===== src/rtl/cas_key_loader.sv =====
// rtl/cas_key_loader.sv - fetches, checksums and presents the CAS-Lock activation key
module cas_key_loader #(
    parameter int                KEY_W    = 64,
    parameter int                WORD_W   = 8,
    parameter int                ADDR_W   = 4,
    parameter int                TIMEOUT  = 255,
    parameter logic [WORD_W-1:0] CHK_SEED = 8'hA5
) (
    input  logic              clk,
    input  logic              rst_n,
    input  logic              load_start,
    input  logic              zeroize,
    output logic              nvm_req,
    output logic [ADDR_W-1:0] nvm_addr,
    input  logic [WORD_W-1:0] nvm_rdata,
    input  logic              nvm_ack,
    output logic [KEY_W-1:0]  key_out,
    output logic              key_valid,
    output logic              key_err,
    output logic              err_timeout,
    output logic              busy
);

    localparam int NWORDS = KEY_W / WORD_W;
    localparam int CNT_W  = 16;

    typedef enum logic [2:0] {
        S_IDLE,
        S_FETCH,
        S_GAP,
        S_CHECK,
        S_DONE,
        S_ERR
    } state_t;

    state_t             state;
    logic [ADDR_W-1:0]  idx;
    logic [WORD_W-1:0]  chk;
    logic [WORD_W-1:0]  chk_word;
    logic [KEY_W-1:0]   shadow;
    logic [CNT_W-1:0]   cnt;

    // Load sequencer: key words accumulate in shadow and reach key_out only after the checksum matches.
    always_ff @(posedge clk or negedge rst_n) begin
        if (!rst_n) begin
            state       <= S_IDLE;
            idx         <= '0;
            chk         <= '0;
            chk_word    <= '0;
            shadow      <= '0;
            cnt         <= '0;
            nvm_req     <= 1'b0;
            nvm_addr    <= '0;
            key_out     <= '0;
            key_valid   <= 1'b0;
            key_err     <= 1'b0;
            err_timeout <= 1'b0;
            busy        <= 1'b0;
        end else if (zeroize) begin
            state       <= S_IDLE;
            idx         <= '0;
            shadow      <= '0;
            nvm_req     <= 1'b0;
            key_out     <= '0;
            key_valid   <= 1'b0;
            key_err     <= 1'b0;
            err_timeout <= 1'b0;
            busy        <= 1'b0;
        end else begin
            case (state)
                S_IDLE, S_DONE, S_ERR: begin
                    if (load_start) begin
                        state       <= S_FETCH;
                        idx         <= '0;
                        chk         <= CHK_SEED;
                        shadow      <= '0;
                        cnt         <= '0;
                        nvm_req     <= 1'b1;
                        nvm_addr    <= '0;
                        key_out     <= '0;
                        key_valid   <= 1'b0;
                        key_err     <= 1'b0;
                        err_timeout <= 1'b0;
                        busy        <= 1'b1;
                    end
                end
                S_FETCH: begin
                    if (nvm_ack) begin
                        nvm_req <= 1'b0;
                        if (idx < ADDR_W'(NWORDS)) begin
                            for (int i = 0; i < NWORDS; i++) begin
                                if (idx == ADDR_W'(i)) begin
                                    shadow[i*WORD_W +: WORD_W] <= nvm_rdata;
                                end
                            end
                            chk   <= chk ^ nvm_rdata;
                            idx   <= idx + 1'b1;
                            state <= S_GAP;
                        end else begin
                            chk_word <= nvm_rdata;
                            state    <= S_CHECK;
                        end
                    end else if (cnt == CNT_W'(TIMEOUT - 1)) begin
                        nvm_req     <= 1'b0;
                        key_err     <= 1'b1;
                        err_timeout <= 1'b1;
                        busy        <= 1'b0;
                        state       <= S_ERR;
                    end else begin
                        cnt <= cnt + 1'b1;
                    end
                end
                S_GAP: begin
                    state    <= S_FETCH;
                    nvm_req  <= 1'b1;
                    nvm_addr <= idx;
                    cnt      <= '0;
                end
                S_CHECK: begin
                    busy <= 1'b0;
                    if (chk_word == chk) begin
                        key_out   <= shadow;
                        key_valid <= 1'b1;
                        state     <= S_DONE;
                    end else begin
                        key_err <= 1'b1;
                        state   <= S_ERR;
                    end
                end
                default: begin
                    state   <= S_IDLE;
                    nvm_req <= 1'b0;
                    busy    <= 1'b0;
                end
            endcase
        end
    end

endmodule


===== config.mk =====
export PLATFORM = sky130hd
export DESIGN_NAME = cas_key_loader
export DESIGN_NICKNAME = d
export VERILOG_FILES = /design/src/rtl/cas_key_loader.sv
export SDC_FILE = /design/constraint.sdc
export NUM_CORES = 1
export LEC_CHECK = 0
export CORE_MARGIN = 5
export CORE_UTILIZATION = 52
export CTS_BUF_LIST = sky130_fd_sc_hd__clkbuf_4
export CTS_CLUSTER_DIAMETER = 30
export DETAILED_ROUTE_END_ITERATION = 12
export MAX_ROUTING_LAYER = met4
export PLACE_DENSITY = 0.78
export RECOVER_POWER = 100
export SLEW_MARGIN = 20
export SYNTH_ARGS = -nofsm -noshare
export SYNTH_HDL_FRONTEND = slang
export SYNTH_SLANG_ARGS = --single-unit

===== constraint.sdc =====
create_clock -name clk -period 1.88 [get_ports clk]
set_input_delay 0.376 -clock clk [delete_from_list [all_inputs] [get_ports clk]]
set_output_delay 0.376 -clock clk [all_outputs]
set_load 0.01 [all_outputs]

Yosys cells after proc, flatten, opt, wreduce, memory -nomap -nowiden. Cells that the tools add are included.

Register bits: 176. Bits of input ports: 13. Output and inout port bits: 73.

Add/subtract/negate cells: 2. Magnitude comparators: 1. Equal/unequal tests: 37. Mux-type cells: 56. Bitwise operators: 3. Reduce and logical (&&, ||, !) cells: 28.

Operators with widths (count): 64-bit two-way mux (6); 64-bit one-hot mux with 2 select lines (2); 8-bit two-way mux (11); 5-bit AND reduction (11); 16-bit two-way mux (3); 16-bit one-hot mux with 3 select lines (1); 3-bit != test (second input constant) (15); 16-bit by 1-bit adder with 16-bit output (second input constant) (1); 16-bit by 8-bit == test with 1-bit output (second input constant) (1); 4-bit by 3-bit == test with 1-bit output (second input constant) (4); 1-bit two-way mux (16); 4-bit two-way mux (4); 4-bit one-hot mux with 2 select lines (2); 8-bit one-hot mux with 2 select lines (1); 4-bit AND reduction (4); 2-bit != test (second input constant) (7); 3-bit two-way mux (4); 3-bit one-hot mux with 4 select lines (1); 3-bit AND reduction (3); 3-bit nonzero test (3); 4-bit by 2-bit == test with 1-bit output (second input constant) (2); 8-bit == test (1); 8-bit bitwise XOR (1); 3-bit by 2-bit == test with 1-bit output (second input constant) (2); 16 further kinds (21).

Longest topological paths before layout.
Depth after elaboration: 6. Gate-level depth with buffers: 7. Mapped depth without buffers: 7.

Least setup slack after synthesis. OpenSTA, ideal clock, no wires.

Path type: register to register. From: register cnt[0]. To: register cnt[1]. Library setup time: 0.128 ns. Arrival time: 1.763 ns. Slack: -0.011 ns. Stages on the path, launching flop included: 8. Clock period less this slack: 1.891 ns. Path through: dfrtp_1 -> inv_1 -> ha_1 -> nor4b_2 -> nand4_2 -> o21ai_1 -> nor2_1 -> mux2_1.

Cells in the longest elaborated chain, start to end: 4. Elaborated cells between the ends (all ways): 7. Classes of those cells: 1 x add/sub; 2 x eq/ne; 3 x mux; 1 x reduce/logical.

Ends and longest elaborated chain: from (decl) (RTL line 41) `logic [CNT_W-1:0] cnt;`; from (signal assigned) (RTL line 110) `cnt <= cnt + 1'b1;`; 16-bit by 1-bit adder with 16-bit output (RTL line 110); 16-bit two-way mux (RTL line 103) `end else if (cnt == CNT_W'(TIMEOUT - 1)) begin`; 16-bit two-way mux (RTL line 88) `if (nvm_ack) begin`; 16-bit one-hot mux with 3 select lines (RTL line 70) `case (state)`.

Several ways; a longest one is shown, not always the timed one. The select of a mux whose other input is x is not followed. A chain may end at the register's enable or synchronous reset.

Worst setup path in the final report.
From: register chk[2]. To: register key_out[8].

Cells in the longest elaborated chain, start to end: 3.

Ends and longest elaborated chain: from (decl) (RTL line 38) `logic [WORD_W-1:0] chk;`; from (signal assigned) (RTL line 96) `chk <= chk ^ nvm_rdata;`; 8-bit == test (RTL line 121) `if (chk_word == chk) begin`; 3-bit != test (no line); 3-bit AND reduction (no line); to (signal assigned) (RTL line 122) `key_out <= shadow;`; to (decl) (RTL line 17) `output logic [KEY_W-1:0] key_out,`.

Every way passes these cells.

==> flow_metrics.env <==
export IMPL_status="finished with violations"
export IMPL_failed_checks="setup timing"
export IMPL_timing_final_crit_period_ps=2050
export IMPL_finalCritPeriodShare_pct=109
export IMPL_rows=43
export IMPL_place_ws_ps=-374
export IMPL_fp_dieW_um=130
export IMPL_synth_edf_count=0
export IMPL_dieArea_um2=16900
export IMPL_cts_sink_count=176
export IMPL_port_buffers=85
export IMPL_diodes=0
export IMPL_first_global_vias=5586
export IMPL_cp_end_kind="register"
export IMPL_cp_slowest_cell="dfrtp_1"
export IMPL_grt_use_total_pct=22.2
export IMPL_nets=809
export IMPL_grt_first_pass_wirelength_mm=28.6
export IMPL_ys_warn_count=0
export IMPL_hp_start="nvm_rdata[4]"
export IMPL_pwr_share_clk_pct=25.4
export IMPL_syn_to_final_growth_pct=28.3
export IMPL_gp_congestion=0.898
export IMPL_p_total_mw=8.67
export IMPL_worstSetupStartpointType="register"
export IMPL_slowest_delay_ps=430
export IMPL_maxSlewViolCount=0
export IMPL_synthFlopType="dfrtp_1"
export IMPL_syn_cell_area_um2=7490
export IMPL_die_h_um=130
export IMPL_io_pins=86
export IMPL_cts_tree="built"
export IMPL_path_buf_inv=2
export IMPL_path_class="register to register"
export IMPL_swShare_pct=31.2
export IMPL_start_util_pct=53.5
export IMPL_setup_violations=135
export IMPL_grt_max_degree=69
export IMPL_grt_overflow=0
export IMPL_dpl_hpwl_mm=12.1
export IMPL_required_ps=2340
export IMPL_cts_made_buffers=17
export IMPL_finalHoldViolCount=0
export IMPL_fin_skew_ps=26.1
export IMPL_crit_family="compound AO/OA/AOI/OAI gates"
export IMPL_drc=0
export IMPL_cts_htree_levels=4
export IMPL_max_freq_ghz=0.487
export IMPL_insertion_delay_ps=580
export IMPL_whs_path_depth=3
export IMPL_rsz0062_at_grt="true"
export IMPL_seqPwrFrac_pct=47.8
export IMPL_setup_slack_ps=-173
export IMPL_cts_root_buf="clkbuf_4"
export IMPL_maxCapViolCount=0
export IMPL_syn_avg_cell_area_um2=12.1
export IMPL_synth_seq_cells=176
export IMPL_cp_max_fo=51
export IMPL_internal_power_mw=5.96
export IMPL_syn_nets=639
export IMPL_switchingPower_mw=2.71
export IMPL_worst_ir_drop_vdd_uv=615
export IMPL_routedWlPerCell_um=18.1
export IMPL_drt_iter0_drc=342
export IMPL_pwr_share_comb_pct=26.8
export IMPL_antenna_found_initial=0
export IMPL_via_per_inst=5.63
export IMPL_dr_total_vias=5515
export IMPL_yosysSeqAreaShare_pct=58.8
export IMPL_leakagePower_nw=5.14
export IMPL_r2r_start="chk[2]$_DFFE_PN0P_"
export IMPL_netlist_instances=620
export IMPL_wirelength_mm=17.7
export IMPL_relSlewSlack_pct=13.8
export IMPL_crit_chain="xor2_1 -> nor4_2 -> buf_4 -> nand2_4 -> o31a_4 -> buf_12 -> a22o_1"
export IMPL_core_um2=14000
export IMPL_rr_worst_depth=7
export IMPL_hold_class="input pin to register"
export IMPL_hold_path_endpoint="chk[4]$_DFFE_PN0P_"
export IMPL_r2r_end="key_out[8]$_DFFE_PN0P_"
export IMPL_ant_nets=0
export IMPL_ff2ff_setup_slack_ps=-170
export IMPL_clockBufferDepth=2
export IMPL_drive_above_1_share_pct=20.4
export IMPL_crit_arrival_ps=2510
export IMPL_first_pass_iters=4
export IMPL_yosysUniqueCellTypes=50
export IMPL_tightest_slew_ps=1290
export IMPL_p_per_area_nw_per_um2=902
export IMPL_path_clk_slew_ps=140
export IMPL_synth_async_reset_ratio_pct=100
how the worst max path moves through the flow:
stage / start / to / slack [ps] / depth (start not counted)
floorplan: cnt[0]$_DFFE_PN0P_ / cnt[1]$_DFFE_PN0P_ / 8 / 7
global placement: nvm_ack / cnt[14]$_DFFE_PN0P_ / -360 / 7
detailed placement: nvm_ack / cnt[14]$_DFFE_PN0P_ / -370 / 7
CTS: chk[6]$_DFFE_PN0P_ / key_out[7]$_DFFE_PN0P_ / -170 / 7
global route: chk[2]$_DFFE_PN0P_ / key_out[11]$_DFFE_PN0P_ / -250 / 7
finish: chk[2]$_DFFE_PN0P_ / key_out[8]$_DFFE_PN0P_ / -170 / 7
worst reg2reg max path: stages (launching register included):
cell,delay (ps)
dfrtp_1,430
xor2_1,180
nor4_2,310
buf_4,180
nand2_4,40
o31a_4,320
buf_12,190
a22o_1,300
state kept, by name, summed over array words and instances, names as in the netlist:
name	cells
state	3
busy	1
chk_word	8
nvm_addr	4
err_timeout	1
shadow	64
cnt	16
nvm_req	1
idx	4
key_valid	1
key_out	64
key_err	1
chk	8
synth_stat cells (2+ instances only):
cell type / number / area (um2)
nor2b_1: 4 / 25.0
buf_4: 2 / 15.0
or2_1: 2 / 12.5
or3_1: 3 / 18.8
nand3_1: 11 / 55.1
nand3b_1: 3 / 22.5
xor2_1: 19 / 166
mux2i_1: 64 / 641
nor4_1: 3 / 18.8
a221oi_1: 2 / 17.5
ha_1: 6 / 75.1
nand2b_1: 3 / 18.8
a21oi_1: 7 / 35.0
dfrtp_1: 176 / 4400
nor3b_1: 2 / 15.0
a22o_1: 66 / 578
buf_2: 12 / 60.1
nor2_1: 36 / 135
inv_1: 9 / 33.8
nand3_2: 2 / 20.0
nand4_1: 4 / 25.0
nand3_4: 6 / 105
o31a_1: 2 / 17.5
a31oi_1: 4 / 25.0
o211ai_1: 3 / 22.5
o2111ai_1: 4 / 35.0
clkbuf_1: 14 / 52.6
and4_1: 2 / 17.5
mux2_1: 9 / 101
nand2_1: 85 / 319
nor3_1: 9 / 45.0
buf_1: 4 / 15.0
and3_1: 3 / 18.8
a21o_1: 2 / 15.0
and2_1: 4 / 25.0
o21ai_1: 19 / 95.1
placed cells by master, fill, tap and decap left out, types with 5 or more instances in the layout:
cell type          n
buf_6              6
dfrtp_1          176
clkdlybuf4s50_1   11
buf_4             78
a22o_1            66
mux2_1             8
mux2i_1           64
nor2_1            35
nand3_4            7
buf_12             6
inv_1              8
clkbuf_4          18
dlygate4sd2_1     72
nand2_1           83
ha_1               5
nand3_1           10
o21ai_1           17
xor2_1            19
nor3_1             8
cells by family (layout without fill, tap and decap cells):
logic type	Yosys count	after routing	synth area share, %
simple gates	187	187	12.7
flops	176	176	58.8
compound gates	115	115	12.5
mux	74	74	10.1
buf+inv	42	222	2.51
xor+xnor	20	20	2.34
fa+ha+maj	6	6	1.00
power groups by stage:
stage               combinational (mW)  sequential (mW)  clock, mW
global placement                  2.02             4.21          0
CTS                               2.22             4.14       2.26
floorplan                         1.06             4.21          0
finish                            2.32             4.14       2.21
global route                      2.53             4.17       2.41
detailed placement                2.07             4.21          0
layout make-up:
cell class | instances | area [um2]
well taps | 180 | 225
inverters | 9 | 33.8
flip-flops and latches | 176 | 4400
fillers | 1036 | 4380
repair buffers | 184 | 1630
clock buffers | 17 | 128
clock inverters | 12 | 160
multi-input cells | 402 | 3030
per-stage QoR:
step | area, um2 | cells | hold WS [ps] | util [%] | TNS (ps)
2_1_floorplan | 7490 | 620 | 80.4 | - | 0
3_3_place_gp | 9090 | 931 | 344 | 65.0 | -34150
3_5_place_dp | 9090 | 931 | 350 | 65.0 | -39930
4_1_cts | 9520 | 975 | 288 | 68.0 | -8000
5_1_grt | 9610 | 980 | 428 | 68.7 | -25220
6_report | 9610 | 980 | 464 | 68.7 | -10860
what timing repair did:
item / 4_1_cts / 5_1_grt
hold endpoints to repair: 49 / 0
pin swaps: 13 / 10
gates resized for setup: 89 / 22
gates cloned: 1 / 1
hold buffers: 1 / 0
setup buffers: 13 / 5
endpoints found under the setup margin: 219 / 147
routing by layer:
layer | GRT usage [%] | vias to the layer above | share of wire [%]
met3 | 4.67 | 26 | 4.9
met1 | 29.8 | 2798 | 44
li1 | - | 2554 | -
met2 | 34.7 | 137 | 49
met5 | - | - | 0
met4 | 6.30 | 0 | 1.4
Note: power is estimated with default switching activity, not from simulation.
